File: config.mk
export PLATFORM = sky130hd
export DESIGN_NAME = sram_port_arbiter_flat
export DESIGN_NICKNAME = d
export VERILOG_FILES = /design/src/rtl/sram_port_arbiter_pkg.sv /design/src/rtl/sram_port_arbiter_if.sv /design/src/rtl/sram_port_arbiter.sv /design/src/flat_wrapper.sv
export SDC_FILE = /design/constraint.sdc
export NUM_CORES = 1
export LEC_CHECK = 0
export ABC_AREA = 1
export CAP_MARGIN = 20
export CORE_MARGIN = 2
export CORE_UTILIZATION = 30
export CTS_CLUSTER_DIAMETER = 50
export DETAILED_ROUTE_END_ITERATION = 10
export HOLD_SLACK_MARGIN = 0.02
export PLACE_DENSITY = 0.68
export SYNTH_ARGS = -nofsm -noshare
export SYNTH_HDL_FRONTEND = slang
export SYNTH_SLANG_ARGS = --single-unit
File: constraint.sdc
create_clock -name clk -period 3.05 [get_ports clk]
set_input_delay 0.305 -clock clk [delete_from_list [all_inputs] [get_ports clk]]
set_output_delay 0.305 -clock clk [all_outputs]
set_load 0.05 [all_outputs]
File: src/rtl/sram_port_arbiter_pkg.sv
// Shared types for the two-requester SRAM port arbiter.
// Optional abort-on-timeout is enabled by defining SRAM_ARB_TIMEOUT_EN.
package sram_port_arbiter_pkg;

  typedef enum logic [1:0] {
    ARB_IDLE,
    ARB_BUSY,
    ARB_RESP,
    ARB_HOLD
  } arb_state_t;

  localparam int unsigned ARB_NUM_REQ = 2;

  // Winner index among issuing requesters; prio names the favoured one on a tie.
  function automatic logic rr_pick(input logic [ARB_NUM_REQ-1:0] issuing,
                                   input logic                   prio);
    if (&issuing) return prio;
    return issuing[1] & ~issuing[0];
  endfunction

endpackage

File: src/rtl/sram_port_arbiter_if.sv
// Requester and SRAM-side signals of the SRAM port arbiter.
// slave = arbiter view, master = requesters/SRAM environment view.
interface sram_port_arbiter_if #(
  parameter int unsigned ADDR_W  = 14,
  parameter int unsigned WDATA_W = 16,
  parameter int unsigned RDATA_W = 8
);

  logic               req0_re;
  logic               req0_we;
  logic [ADDR_W-1:0]  req0_addr;
  logic [WDATA_W-1:0] req0_wdata;
  logic [RDATA_W-1:0] req0_rdata;
  logic               req0_resp;
  logic               req0_err;

  logic               req1_re;
  logic               req1_we;
  logic [ADDR_W-1:0]  req1_addr;
  logic [WDATA_W-1:0] req1_wdata;
  logic [RDATA_W-1:0] req1_rdata;
  logic               req1_resp;
  logic               req1_err;

  logic               sram_re;
  logic               sram_we;
  logic [ADDR_W-1:0]  sram_addr;
  logic [WDATA_W-1:0] sram_wdata;
  logic [RDATA_W-1:0] sram_rdata;
  logic               sram_resp;

  logic               grant;

  modport slave (
    input  req0_re, req0_we, req0_addr, req0_wdata,
    output req0_rdata, req0_resp, req0_err,
    input  req1_re, req1_we, req1_addr, req1_wdata,
    output req1_rdata, req1_resp, req1_err,
    output sram_re, sram_we, sram_addr, sram_wdata,
    input  sram_rdata, sram_resp,
    output grant
  );

  modport master (
    output req0_re, req0_we, req0_addr, req0_wdata,
    input  req0_rdata, req0_resp, req0_err,
    output req1_re, req1_we, req1_addr, req1_wdata,
    input  req1_rdata, req1_resp, req1_err,
    input  sram_re, sram_we, sram_addr, sram_wdata,
    output sram_rdata, sram_resp,
    input  grant
  );

endinterface

File: src/rtl/sram_port_arbiter.sv
// Round-robin arbiter sharing one single-port SRAM between two requesters.
// Define SRAM_ARB_TIMEOUT_EN to abort accesses that see no sram_resp within TIMEOUT_CYC.
module sram_port_arbiter
  import sram_port_arbiter_pkg::*;
#(
  parameter int unsigned ADDR_W      = 14,
  parameter int unsigned WDATA_W     = 16,
  parameter int unsigned RDATA_W     = 8,
  parameter int unsigned TIMEOUT_CYC = 64
) (
  input  logic                clk,
  input  logic                reset,
  sram_port_arbiter_if.slave  bus
);

  arb_state_t state_q, state_d;

  logic               grant_q;
  logic               prio_q;
  logic               sram_re_q;
  logic               sram_we_q;
  logic [ADDR_W-1:0]  addr_q;
  logic [WDATA_W-1:0] wdata_q;
  logic [RDATA_W-1:0] rdata0_q;
  logic [RDATA_W-1:0] rdata1_q;
  logic               err_q;

  logic [ARB_NUM_REQ-1:0] issuing;
  logic                   winner;
  logic                   win_we;
  logic [ADDR_W-1:0]      win_addr;
  logic [WDATA_W-1:0]     win_wdata;
  logic                   timeout;
  logic                   resp_pulse;

  always_comb begin
    issuing   = {bus.req1_re | bus.req1_we, bus.req0_re | bus.req0_we};
    winner    = rr_pick(issuing, prio_q);
    win_we    = winner ? bus.req1_we    : bus.req0_we;
    win_addr  = winner ? bus.req1_addr  : bus.req0_addr;
    win_wdata = winner ? bus.req1_wdata : bus.req0_wdata;
  end

`ifdef SRAM_ARB_TIMEOUT_EN
  localparam int unsigned CNT_W = (TIMEOUT_CYC > 1) ? $clog2(TIMEOUT_CYC) : 1;

  logic [CNT_W-1:0] cnt_q;

  // Held at zero outside BUSY, so it starts from zero on every entry to BUSY.
  always_ff @(posedge clk) begin
    if (reset) begin
      cnt_q <= '0;
    end else if (state_q == ARB_BUSY) begin
      cnt_q <= cnt_q + 1'b1;
    end else begin
      cnt_q <= '0;
    end
  end

  always_comb begin
    timeout = (state_q == ARB_BUSY) && !bus.sram_resp &&
              (cnt_q == CNT_W'(TIMEOUT_CYC - 1));
  end
`else
  always_comb begin
    timeout = 1'b0;
  end
`endif

  always_ff @(posedge clk) begin
    if (reset) begin
      state_q <= ARB_IDLE;
    end else begin
      state_q <= state_d;
    end
  end

  always_comb begin
    state_d = state_q;
    case (state_q)
      ARB_IDLE: if (|issuing) state_d = ARB_BUSY;
      ARB_BUSY: if (bus.sram_resp || timeout) state_d = ARB_RESP;
      ARB_RESP: state_d = ARB_HOLD;
      ARB_HOLD: state_d = ARB_IDLE;
      default:  state_d = ARB_IDLE;
    endcase
  end

  always_ff @(posedge clk) begin
    if (reset) begin
      grant_q   <= 1'b0;
      prio_q    <= 1'b0;
      sram_re_q <= 1'b0;
      sram_we_q <= 1'b0;
      addr_q    <= '0;
      wdata_q   <= '0;
      rdata0_q  <= '0;
      rdata1_q  <= '0;
      err_q     <= 1'b0;
    end else begin
      case (state_q)
        ARB_IDLE: begin
          if (|issuing) begin
            grant_q   <= winner;
            addr_q    <= win_addr;
            wdata_q   <= win_wdata;
            // A simultaneous re+we is a write; re only matters when we is low.
            sram_we_q <= win_we;
            sram_re_q <= ~win_we;
          end
        end
        ARB_BUSY: begin
          if (bus.sram_resp) begin
            if (grant_q) rdata1_q <= bus.sram_rdata;
            else         rdata0_q <= bus.sram_rdata;
            err_q     <= 1'b0;
            sram_re_q <= 1'b0;
            sram_we_q <= 1'b0;
          end else if (timeout) begin
            if (grant_q) rdata1_q <= '0;
            else         rdata0_q <= '0;
            err_q     <= 1'b1;
            sram_re_q <= 1'b0;
            sram_we_q <= 1'b0;
          end
        end
        ARB_HOLD: prio_q <= ~grant_q;
        default: ;
      endcase
    end
  end

  always_comb begin
    resp_pulse     = (state_q == ARB_RESP);
    bus.req0_resp  = resp_pulse & ~grant_q;
    bus.req1_resp  = resp_pulse &  grant_q;
    bus.req0_err   = bus.req0_resp & err_q;
    bus.req1_err   = bus.req1_resp & err_q;
    bus.req0_rdata = rdata0_q;
    bus.req1_rdata = rdata1_q;
    bus.sram_re    = sram_re_q;
    bus.sram_we    = sram_we_q;
    bus.sram_addr  = addr_q;
    bus.sram_wdata = wdata_q;
    bus.grant      = grant_q;
  end

endmodule

File: src/flat_wrapper.sv
// flat-port wrapper written by rule: the top's interface ports become plain ports
module sram_port_arbiter_flat import sram_port_arbiter_pkg::*;
#(
  parameter int unsigned ADDR_W      = 14,
  parameter int unsigned WDATA_W     = 16,
  parameter int unsigned RDATA_W     = 8,
  parameter int unsigned TIMEOUT_CYC = 64
)
  (clk, reset, bus_req0_re, bus_req0_we, bus_req0_addr, bus_req0_wdata, bus_req0_rdata, bus_req0_resp, bus_req0_err, bus_req1_re, bus_req1_we, bus_req1_addr, bus_req1_wdata, bus_req1_rdata, bus_req1_resp, bus_req1_err, bus_sram_re, bus_sram_we, bus_sram_addr, bus_sram_wdata, bus_sram_rdata, bus_sram_resp, bus_grant);
  sram_port_arbiter_if #(.ADDR_W(ADDR_W), .WDATA_W(WDATA_W), .RDATA_W(RDATA_W)) bus_i ();
  input  logic clk;
  input  logic reset;
  input wire logic [$bits(bus_i.req0_re)-1:0] bus_req0_re;
  input wire logic [$bits(bus_i.req0_we)-1:0] bus_req0_we;
  input wire logic [$bits(bus_i.req0_addr)-1:0] bus_req0_addr;
  input wire logic [$bits(bus_i.req0_wdata)-1:0] bus_req0_wdata;
  output wire logic [$bits(bus_i.req0_rdata)-1:0] bus_req0_rdata;
  output wire logic [$bits(bus_i.req0_resp)-1:0] bus_req0_resp;
  output wire logic [$bits(bus_i.req0_err)-1:0] bus_req0_err;
  input wire logic [$bits(bus_i.req1_re)-1:0] bus_req1_re;
  input wire logic [$bits(bus_i.req1_we)-1:0] bus_req1_we;
  input wire logic [$bits(bus_i.req1_addr)-1:0] bus_req1_addr;
  input wire logic [$bits(bus_i.req1_wdata)-1:0] bus_req1_wdata;
  output wire logic [$bits(bus_i.req1_rdata)-1:0] bus_req1_rdata;
  output wire logic [$bits(bus_i.req1_resp)-1:0] bus_req1_resp;
  output wire logic [$bits(bus_i.req1_err)-1:0] bus_req1_err;
  output wire logic [$bits(bus_i.sram_re)-1:0] bus_sram_re;
  output wire logic [$bits(bus_i.sram_we)-1:0] bus_sram_we;
  output wire logic [$bits(bus_i.sram_addr)-1:0] bus_sram_addr;
  output wire logic [$bits(bus_i.sram_wdata)-1:0] bus_sram_wdata;
  input wire logic [$bits(bus_i.sram_rdata)-1:0] bus_sram_rdata;
  input wire logic [$bits(bus_i.sram_resp)-1:0] bus_sram_resp;
  output wire logic [$bits(bus_i.grant)-1:0] bus_grant;
  assign bus_i.req0_re = bus_req0_re;
  assign bus_i.req0_we = bus_req0_we;
  assign bus_i.req0_addr = bus_req0_addr;
  assign bus_i.req0_wdata = bus_req0_wdata;
  assign bus_req0_rdata = bus_i.req0_rdata;
  assign bus_req0_resp = bus_i.req0_resp;
  assign bus_req0_err = bus_i.req0_err;
  assign bus_i.req1_re = bus_req1_re;
  assign bus_i.req1_we = bus_req1_we;
  assign bus_i.req1_addr = bus_req1_addr;
  assign bus_i.req1_wdata = bus_req1_wdata;
  assign bus_req1_rdata = bus_i.req1_rdata;
  assign bus_req1_resp = bus_i.req1_resp;
  assign bus_req1_err = bus_i.req1_err;
  assign bus_sram_re = bus_i.sram_re;
  assign bus_sram_we = bus_i.sram_we;
  assign bus_sram_addr = bus_i.sram_addr;
  assign bus_sram_wdata = bus_i.sram_wdata;
  assign bus_i.sram_rdata = bus_sram_rdata;
  assign bus_i.sram_resp = bus_sram_resp;
  assign bus_grant = bus_i.grant;
  sram_port_arbiter #(.ADDR_W(ADDR_W), .WDATA_W(WDATA_W), .RDATA_W(RDATA_W), .TIMEOUT_CYC(TIMEOUT_CYC)) u_core (.clk(clk), .reset(reset), .bus(bus_i));
endmodule
==> metrics, run 1 <==
TritonCTS clock tree done; setup repair bufs after CTS 0; Ys Warns 0; Worst-path clk slew 110 ps; Internal roughly 1.7 mW; Die W 95.4 um; status finished, final reports clean; final hold viol count 0; Vias between 2000 and 3000; Tot GR Track Use between 15 and 20%; Via density roughly 4.7; dpl hpwl 5.21 mm; clock sink total 52; per-cell routed wire length 12.8 um; Setup crit end kind output pin; Max-cap violations 0; worst clock skew between 9 and 10 ps; WS Path Type reg2out; Final Critical Period between 2000 and 2500 ps; Layout area overhead 55.0%; GPL Wtd Cong between 0.7 and 0.8; fin nets about 550; DR iter-0 viols between 90 and 100; Pwr Total roughly 3.2 mW; critical hold path startpoint u_core.bus.sram_addr[7]; Gate power share between 50% and 60%; root buffer cell clkbuf_8; Min-Delay Path Class reg2reg; Synth Cell Area ~0.0025 mm^2; f_max roughly 450 MHz; Routed WL ~7.4 mm; DIE HEIGHT about 95 um; Synth Instances between 300 and 400; DRC violations left 0; Slew Limit Fails 0; sequential fraction of the synthesis area between 40 and 50%; first-pass GRT wire length roughly 12 mm; num rows 33; multi-input logic area between 0.001 and 0.0015 mm^2; Hold-fix buffers, CTS 0; Sw Pwr about 1.6 mW; unique cell type count in the Yosys netlist 21; leading area contributor after synthesis dfxtp_1; sequential power share ~31%; switch share around half; # resized after CTS 0; total gr overflow 0; RSZ-0062 raised after global routing no; commonest non-fill, non-tap cell in the layout clkdlybuf4s50_1; commonest non-fill, non-tap cells in the layout clkdlybuf4s50_1 (125), nand2_1 (81), dfxtp_1 (52), a21oi_1 (44), nand3_1 (42); crit path from u_core.bus.grant; Startpoint Class flip-flop; Initial Util between 30% and 40%; vias in the first global route approximately 2500; largest net degree at the start of global routing 33; die area slightly above 0.009 mm^2; htree depth 2; Core ar. between 0.008 and 0.009 mm^2; CP max FO 15; # IOs between 100 and 150; Leakage around 1.6 nW; final setup fails 0; initial antenna violation count 0; top cell type's share of synthesized area about 41%; Worst EP arrival ~1900 ps; fillers around 840; Required @ worst endpoint about 2700 ps; syn avg cell area 7.05 um^2; diode count 0; share of cells above drive strength 1 between 3 and 4%; Worst Tran Pin Value between 700 and 800 ps; Synth Register Bits 52; VDD IR max between 300 and 400 uV; register area 0.00104 mm^2; Buffers on Ports around 130; clk buf depth 2; pwr/cell area ~830 mW/mm^2; TritonRoute pass-1 iters 5; Skew-Pair Late Insertion Delay about 310 ps; reg2reg start u_core.state_q[1]; CTS buffer count 5; fin crit share between 70% and 80%; relative slew slack between 50% and 60%; synth top area cells dfxtp_1 (41%), nand2_1 (12%), nand3b_1 (9.0%); setup TNS 0 ps; post-route ant nets 0; clock power share 12.8%
area by class of cell:
class,count,share of cell area [%]
clock buffers,5,1.77
flip-flops and latches,52,26.8
well taps,105,3.38
clock inverters,3,0.676
inverters,42,4.06
multi-input cells,239,30.4
repair buffers,129,33.0
cells in the mapped netlist:
cell and count:
nand2_1 81, dfxtp_1 52, o21ai_0 11, buf_2 10, buf_6 3, buf_1 1, nor2_2 1, nand2_2 2
conb_1 1, inv_1 40, clkbuf_1 8, inv_2 1, nand3_1 42, buf_4 2, clkinv_1 1, or2_2 1
nor2_1 20, ha_1 4, o21ai_2 1, nand3b_1 30, a21oi_1 44
worst max-delay path, stage by stage, from the launching register on:
cell and delay (ps):
dfxtp_1 660, nand2_1 90, inv_1 80, clkdlybuf4s50_1 790
cell families after synthesis:
| group | after synthesis | synth area share [%] |
|---|---|---|
| flops | 52 | 41.5 |
| fa+ha+maj | 4 | 2.00 |
| buf+inv | 66 | 11.6 |
| other cells | 1 | 0.149 |
| simple gates | 177 | 33.5 |
| compound gates | 56 | 11.3 |
final timing paths:
| path | slack [ps] | endpoint | depth (start not counted) |
|---|---|---|---|
| hold / removal | 470 | u_core.bus.sram_addr[7] | 2 |
| setup / recovery | 810 | bus_req1_resp | 3 |
| hold reg to reg | 470 | u_core.bus.sram_addr[7] | 2 |
| setup reg to reg | 1420 | u_core.bus.req0_rdata[4] | 7 |
power by group through the flow:
stage / clock network, mW / logic (mW) / registers [mW]
2_1_floorplan: 0 / 0.682 / 1.58
3_3_place_gp: 0 / 1.83 / 1.00
3_5_place_dp: 0 / 1.84 / 1.01
4_1_cts: 0.433 / 1.84 / 0.991
5_1_grt: 0.460 / 1.97 / 1.02
6_report: 0.415 / 1.82 / 0.989
sequential cells by signal (all words and copies together), names as in the netlist:
register / flops
u_core.bus.grant: 1
u_core.bus.sram_addr: 14
u_core.bus.sram_we: 1
u_core.bus.sram_re: 1
u_core.bus.req1_rdata: 8
u_core.state_q: 2
u_core.bus.sram_wdata: 16
u_core.bus.req0_rdata: 8
u_core.prio_q: 1
stage by stage:
stage	hold WS [ps]	util (%)	worst slack [ps]	cell area [um^2]	instances
2_1_floorplan	440	-	1310	2510	357
3_3_place_gp	451	46.4	1120	3790	567
3_5_place_dp	455	46.4	1080	3790	567
4_1_cts	470	47.6	805	3890	575
5_1_grt	485	47.6	680	3890	575
6_report	467	47.6	807	3890	575
metal layers:
metal,global-route usage (%),share of wire [%]
met4,3.45,0.58
met5,0,0
met2,25.4,43
met3,3.95,8.2
met1,21.4,48
(Power assumes the default switching activity.)
==> run 2, diff against run 1 <==
--- a/config.mk
+++ b/config.mk
@@ -12,7 +12,7 @@
 export CTS_CLUSTER_DIAMETER = 50
 export DETAILED_ROUTE_END_ITERATION = 10
 export HOLD_SLACK_MARGIN = 0.02
-export PLACE_DENSITY = 0.68
+export PLACE_DENSITY = 0.71
 export SYNTH_ARGS = -nofsm -noshare
 export SYNTH_HDL_FRONTEND = slang
 export SYNTH_SLANG_ARGS = --single-unit
==> constraint.sdc (replaced) <==
create_clock -name clk -period 2.01 [get_ports clk]
set_input_delay 0.201 -clock clk [delete_from_list [all_inputs] [get_ports clk]]
set_output_delay 0.201 -clock clk [all_outputs]
set_load 0.05 [all_outputs]
==> metrics, run 2 (synthesized netlist as in run 1, its figures left out) <==
RSZ-0062 raised after global routing no; Cell Count, Final, Fillers Out 580 (+0.87%); Core ar. 0.00818 mm^2 (unchanged); Worst-path clk slew 100 ps (about the same); DR iter-0 viols 93 (-1.1%); crit-path leading delay family buffers and inverters; Placed Area 0.00383 mm^2 (+1.1%); final core utilization 48.1% (+0.54 points); Tot GR Track Use 16.1% (+0.28 points); Pwr Total 4.96 mW (+54%); dpl cells 572 (+0.88%); largest net degree at the start of global routing 33 (unchanged); WS Path Type reg2out; reg2reg start u_core.state_q[0]; share of cells above drive strength 1 5.47% (+1.6 points); commonest non-fill, non-tap cell in the layout clkdlybuf4s50_1; fin nets 553 (+0.91%); WHS 469 ps (+1.96 ps); Final Critical Period ~1700 ps; TritonRoute pass-1 iters 4 (-1); Via density 4.65 (-0.64%); Initial Util 30.7% (unchanged); multi-input logic area 0.00118 mm^2 (unchanged); Leakage 1.65 nW (+2.1%); setup repair bufs after CTS 0 (unchanged); # IOs 128 (unchanged); critical hold path startpoint u_core.bus.sram_addr[4]; Skew-Pair Late Insertion Delay 310 ps (about the same); f_max between 500 and 600 MHz; Slowest-stage cell, CP clkdlybuf4s50_1; Required @ worst endpoint 1810 ps (-930 ps); commonest non-fill, non-tap cells in the layout clkdlybuf4s50_1 (122), nand2_1 (81), dfxtp_1 (52), a21oi_1 (44), nand3_1 (42); # resized after CTS 0 (unchanged); total gr overflow 0 (unchanged); clk buf depth 2 (unchanged); max reg flops 16 (unchanged); setup TNS 0 ps (unchanged); critical path, cell by cell clkdlybuf4s50_1; worst clock skew 9.84 ps (+0.227 ps); Hold Path Depth 2 (unchanged); Min-Delay Path Class reg2reg; Startpoint Class flip-flop; crit path from u_core.bus.sram_we; dpl hpwl 5.51 mm (+5.9%); pwr/cell area 1260 mW/mm^2 (+52%); worst path buffer plus inverter count 1 (-1); Worst EP arrival 1490 ps (-450 ps); DRC violations left 0 (unchanged); Worst R2R Setup Slack 450 ps (-970 ps); Layout area overhead 56.7%; worst stage delay on the critical path 810 ps (+20 ps); Setup crit end kind output pin; Worst Tran Pin Value 555 ps (-174 ps); CTS buffer count 5 (unchanged); final setup margin 321 ps (-486 ps); hold path endpoint u_core.bus.sram_addr[4]; Hold-fix buffers, CTS 0 (unchanged); Place WS 273 ps (-810 ps); DIE HEIGHT 95.4 um (unchanged); Crit Reg-Reg Endpoint u_core.bus.sram_wdata[5]; root buffer cell clkbuf_8; Slew Limit Fails 0 (unchanged); post-route ant nets 0 (unchanged); Vias 2695 (+0.22%); clock sink total 52 (unchanged); initial antenna violation count 0 (unchanged); per-cell routed wire length 12.9 um (+0.42%); final hold viol count 0 (unchanged); Max-cap violations 0 (unchanged); GPL Wtd Cong 0.741 (-3.8%); final setup fails 0 (unchanged); die area 0.00911 mm^2 (unchanged); status finished, final reports clean; TritonCTS clock tree done; Buffers on Ports 125 (unchanged); CP max FO 2 (-13); relative slew slack 62.9% (+12 points); Die W 95.4 um (unchanged); num rows 33 (unchanged); VDD IR max 527 uV (+48%); register area 0.00104 mm^2 (unchanged); htree depth 2 (unchanged); FF-to-FF path depth 6 (-1); cell area after layout 0.00393 mm^2 (+1.1%); diode count 0 (unchanged); first-pass GRT wire length 11.7 mm (+1.4%); Routed WL 7.45 mm (+1.3%); fin crit share a little over four fifths; vias in the first global route 2501 (+2.1%); fillers 800 (-4.3%)
==> run 2: cell count changes in the layout (fill, tap and decap cells not counted) <==
cell and delta:
inv_8 +1, clkinvlp_4 +1, buf_12 +1, inv_6 -1, buf_4 +7, clkinv_4 -1
clkdlybuf4s50_1 -3
==> run 2: how the worst max path moves through the flow <==
stage               cells after the start                   endpoint
floorplan                               2              bus_req0_resp
global placement                        7    u_core.bus.sram_addr[4]
detailed placement                      7  u_core.bus.sram_wdata[12]
CTS                                     1                bus_sram_we
global route                            1          bus_req1_rdata[2]
finish                                  1                bus_sram_we
==> run 2: tightest hold or removal path, cell delays in order, from the launching register on <==
cell     delay (ps)
dfxtp_1         320
nand2_1          60
a21oi_1          50
==> run 2: layout make-up <==
cell class | count | share of cell area [%]
repair buffers | 134 | 33.7
multi-input cells | 239 | 30.0
flip-flops and latches | 52 | 26.5
inverters | 42 | 4.01
well taps | 105 | 3.34
clock buffers | 5 | 1.75
clock inverters | 3 | 0.700
==> run 2: power by group <==
group | leakage [nW] | internal, mW | switching (mW)
Combinational | 1.18 | 0.970 | 1.87
Sequential | 0.427 | 1.32 | 0.176
Clock | 0.0463 | 0.256 | 0.369
Total | 1.65 | 2.55 | 2.41
==> run 2: layer usage <==
layer  part of all wire [%]  global-route usage [%]
met1                     45                    21.2
met2                     45                    26.5
met3                    9.6                    4.27
met4                   0.31                    3.21
met5                      0                       0
==> run 3, diff against run 2 <==
==> constraint.sdc (replaced) <==
create_clock -name clk -period 1.5 [get_ports clk]
set_input_delay 0.15 -clock clk [delete_from_list [all_inputs] [get_ports clk]]
set_output_delay 0.15 -clock clk [all_outputs]
set_load 0.05 [all_outputs]
==> metrics, run 3 (synthesized netlist as in run 1, its figures left out) <==
CTS buffer count 5 (unchanged); die area 0.00911 mm^2 (unchanged); Worst EP arrival 1280 ps (-210 ps); Cell Count, Final, Fillers Out 583 (+0.52%); Die W 95.4 um (unchanged); Hold-fix buffers, CTS 0 (unchanged); Required @ worst endpoint 1350 ps (-460 ps); dpl cells 575 (+0.52%); final setup fails 0 (unchanged); Core ar. 0.00818 mm^2 (unchanged); post-route ant nets 0 (unchanged); commonest non-fill, non-tap cell in the layout nand2_1; met2 Usage GRT 27.7% (+1.2 points); VDD IR max 572 uV (+8.4%); Startpoint Class flip-flop; Vias 2722 (+1.0%); Layout area overhead 57.4%; f_max between 700 and 800 MHz; status finished, final reports clean; sequential power share 29.3% (-0.9 points); diode count 0 (unchanged); worst path buffer plus inverter count 3 (+2); total gr overflow 0 (unchanged); setup repair bufs after CTS 0 (unchanged); Internal 3.68 mW (+45%); crit-path leading delay family flip-flops; TritonRoute pass-1 iters 4 (unchanged); Min-Delay Path Class in2reg; DR iter-0 viols 86 (-7.5%); clock power share 13.8% (+1.2 points); # resized after CTS 0 (unchanged); TritonCTS clock tree done; Skew-Pair Late Insertion Delay 300 ps (about the same); clock sink total 52 (unchanged); FF-to-FF path depth 7 (+1); grt met1 use 18.9% (-2.4 points); Tot GR Track Use 15.8% (-0.27 points); worst clock skew 3.77 ps (-6.07 ps); DRC violations left 0 (unchanged); GRT Max-Usage Layer met2; root buffer cell clkbuf_8; largest net degree at the start of global routing 32 (-3.0%); Max-cap violations 0 (unchanged); clk buf depth 2 (unchanged); Final Critical Period 1430 ps; fin crit share 95.0%; num rows 33 (unchanged); setup TNS 0 ps (unchanged); Setup crit end kind output pin; Initial Util 30.7% (unchanged); Leakage 1.78 nW (+8.1%); critical path, cell by cell inv_2 -> ha_1 -> inv_1 -> nor2_2 -> buf_12; Routed WL 7.56 mm (+1.4%); max reg flops 16 (unchanged); final hold viol count 0 (unchanged); per-cell routed wire length 13.0 um (+0.87%); Sw Pwr 3.27 mW (+36%); vias in the first global route 2610 (+4.4%); fin nets 556 (+0.54%); WP depth 5 (+4); first-pass GRT wire length 11.5 mm (-1.8%); Pwr Total 6.96 mW (+40%); WS Path Type reg2out; pwr/cell area 1760 mW/mm^2 (+40%); Buffers on Ports 125 (unchanged); DIE HEIGHT 95.4 um (unchanged); commonest non-fill, non-tap cells in the layout nand2_1 (79), clkdlybuf4s50_1 (74), buf_4 (55), dfxtp_1 (51), a21oi_1 (44); worst stage delay on the critical path 400 ps (-410 ps); Hold Path Depth 3 (+1); Slew Limit Fails 0 (unchanged); # IOs 128 (unchanged); share of cells above drive strength 1 17.4% (+12 points); GPL Wtd Cong 0.769 (+3.8%); Gate power share 56.9% (-0.3 points); met3 Use GR 4.74% (+0.47 points); switch share 47.0% (-1.6 points); htree depth 2 (unchanged); Via density 4.67 (+0.48%); CP max FO 3 (+1); Slowest-stage cell, CP dfxtp_1; dpl hpwl 5.59 mm (+1.3%); RSZ-0062 raised after global routing no; initial antenna violation count 0 (unchanged); Worst-path clk slew 90 ps (about the same)
-- run 3: worst paths after layout --
kind	slack (ps)	endpoint	from
setup / recovery	70	bus_req0_resp	u_core.state_q[0]
hold / removal	450	u_core.bus.req1_rdata[5]	bus_sram_rdata[5]
setup reg to reg	120	u_core.bus.sram_re	u_core.state_q[1]
hold reg to reg	470	u_core.bus.sram_wdata[8]	u_core.bus.sram_wdata[8]
-- run 3: worst reg2reg max path: stages (launching register included) --
cell	delay, ps
dfxtp_1	340
inv_1	100
ha_2	200
inv_1	50
or2_2	300
nand3_1	120
nand2_1	60
a21oi_1	150
-- run 3: metal layers --
metal  vias to the layer above  share of wire [%]  wire length, um
met5                         -                  0                0
met4                         0               0.56               42
met3                         5                9.5              720
met2                       111                 48             3620
met1                      1230                 42             3170
li1                       1376                  -                -
-- run 3: area by class of cell --
| cell class | instances | area (um^2) |
|---|---|---|
| Clock buffer | 5 | 68.8 |
| Clock inverter | 3 | 42.5 |
| Fill cell | 810 | 4230 |
| Timing Repair Buffer | 137 | 1310 |
| Inverter | 42 | 158 |
| Tap cell | 105 | 131 |
| Multi-Input combinational cell | 239 | 1190 |
| Sequential cell | 52 | 1040 |
-- run 3: stage by stage --
step	hold slack [ps]	util (%)	cell area, um^2	setup slack [ps]
after floorplan	285	-	2520	134
after global placement	452	46.8	3830	17.8
after detailed placement	456	46.8	3830	-43.3
after CTS	449	48.2	3940	51.2
after global routing	477	48.3	3950	6.01
final	454	48.3	3950	74.9
-- run 3: power by group through the flow --
stage / clock, mW / sequential, mW / combinational, mW
final: 0.958 / 2.04 / 3.96
after global routing: 1.03 / 2.09 / 4.27
after CTS: 0.993 / 2.04 / 3.99
after detailed placement: 0 / 2.07 / 3.98
after global placement: 0 / 2.05 / 3.91
after floorplan: 0 / 3.21 / 1.39
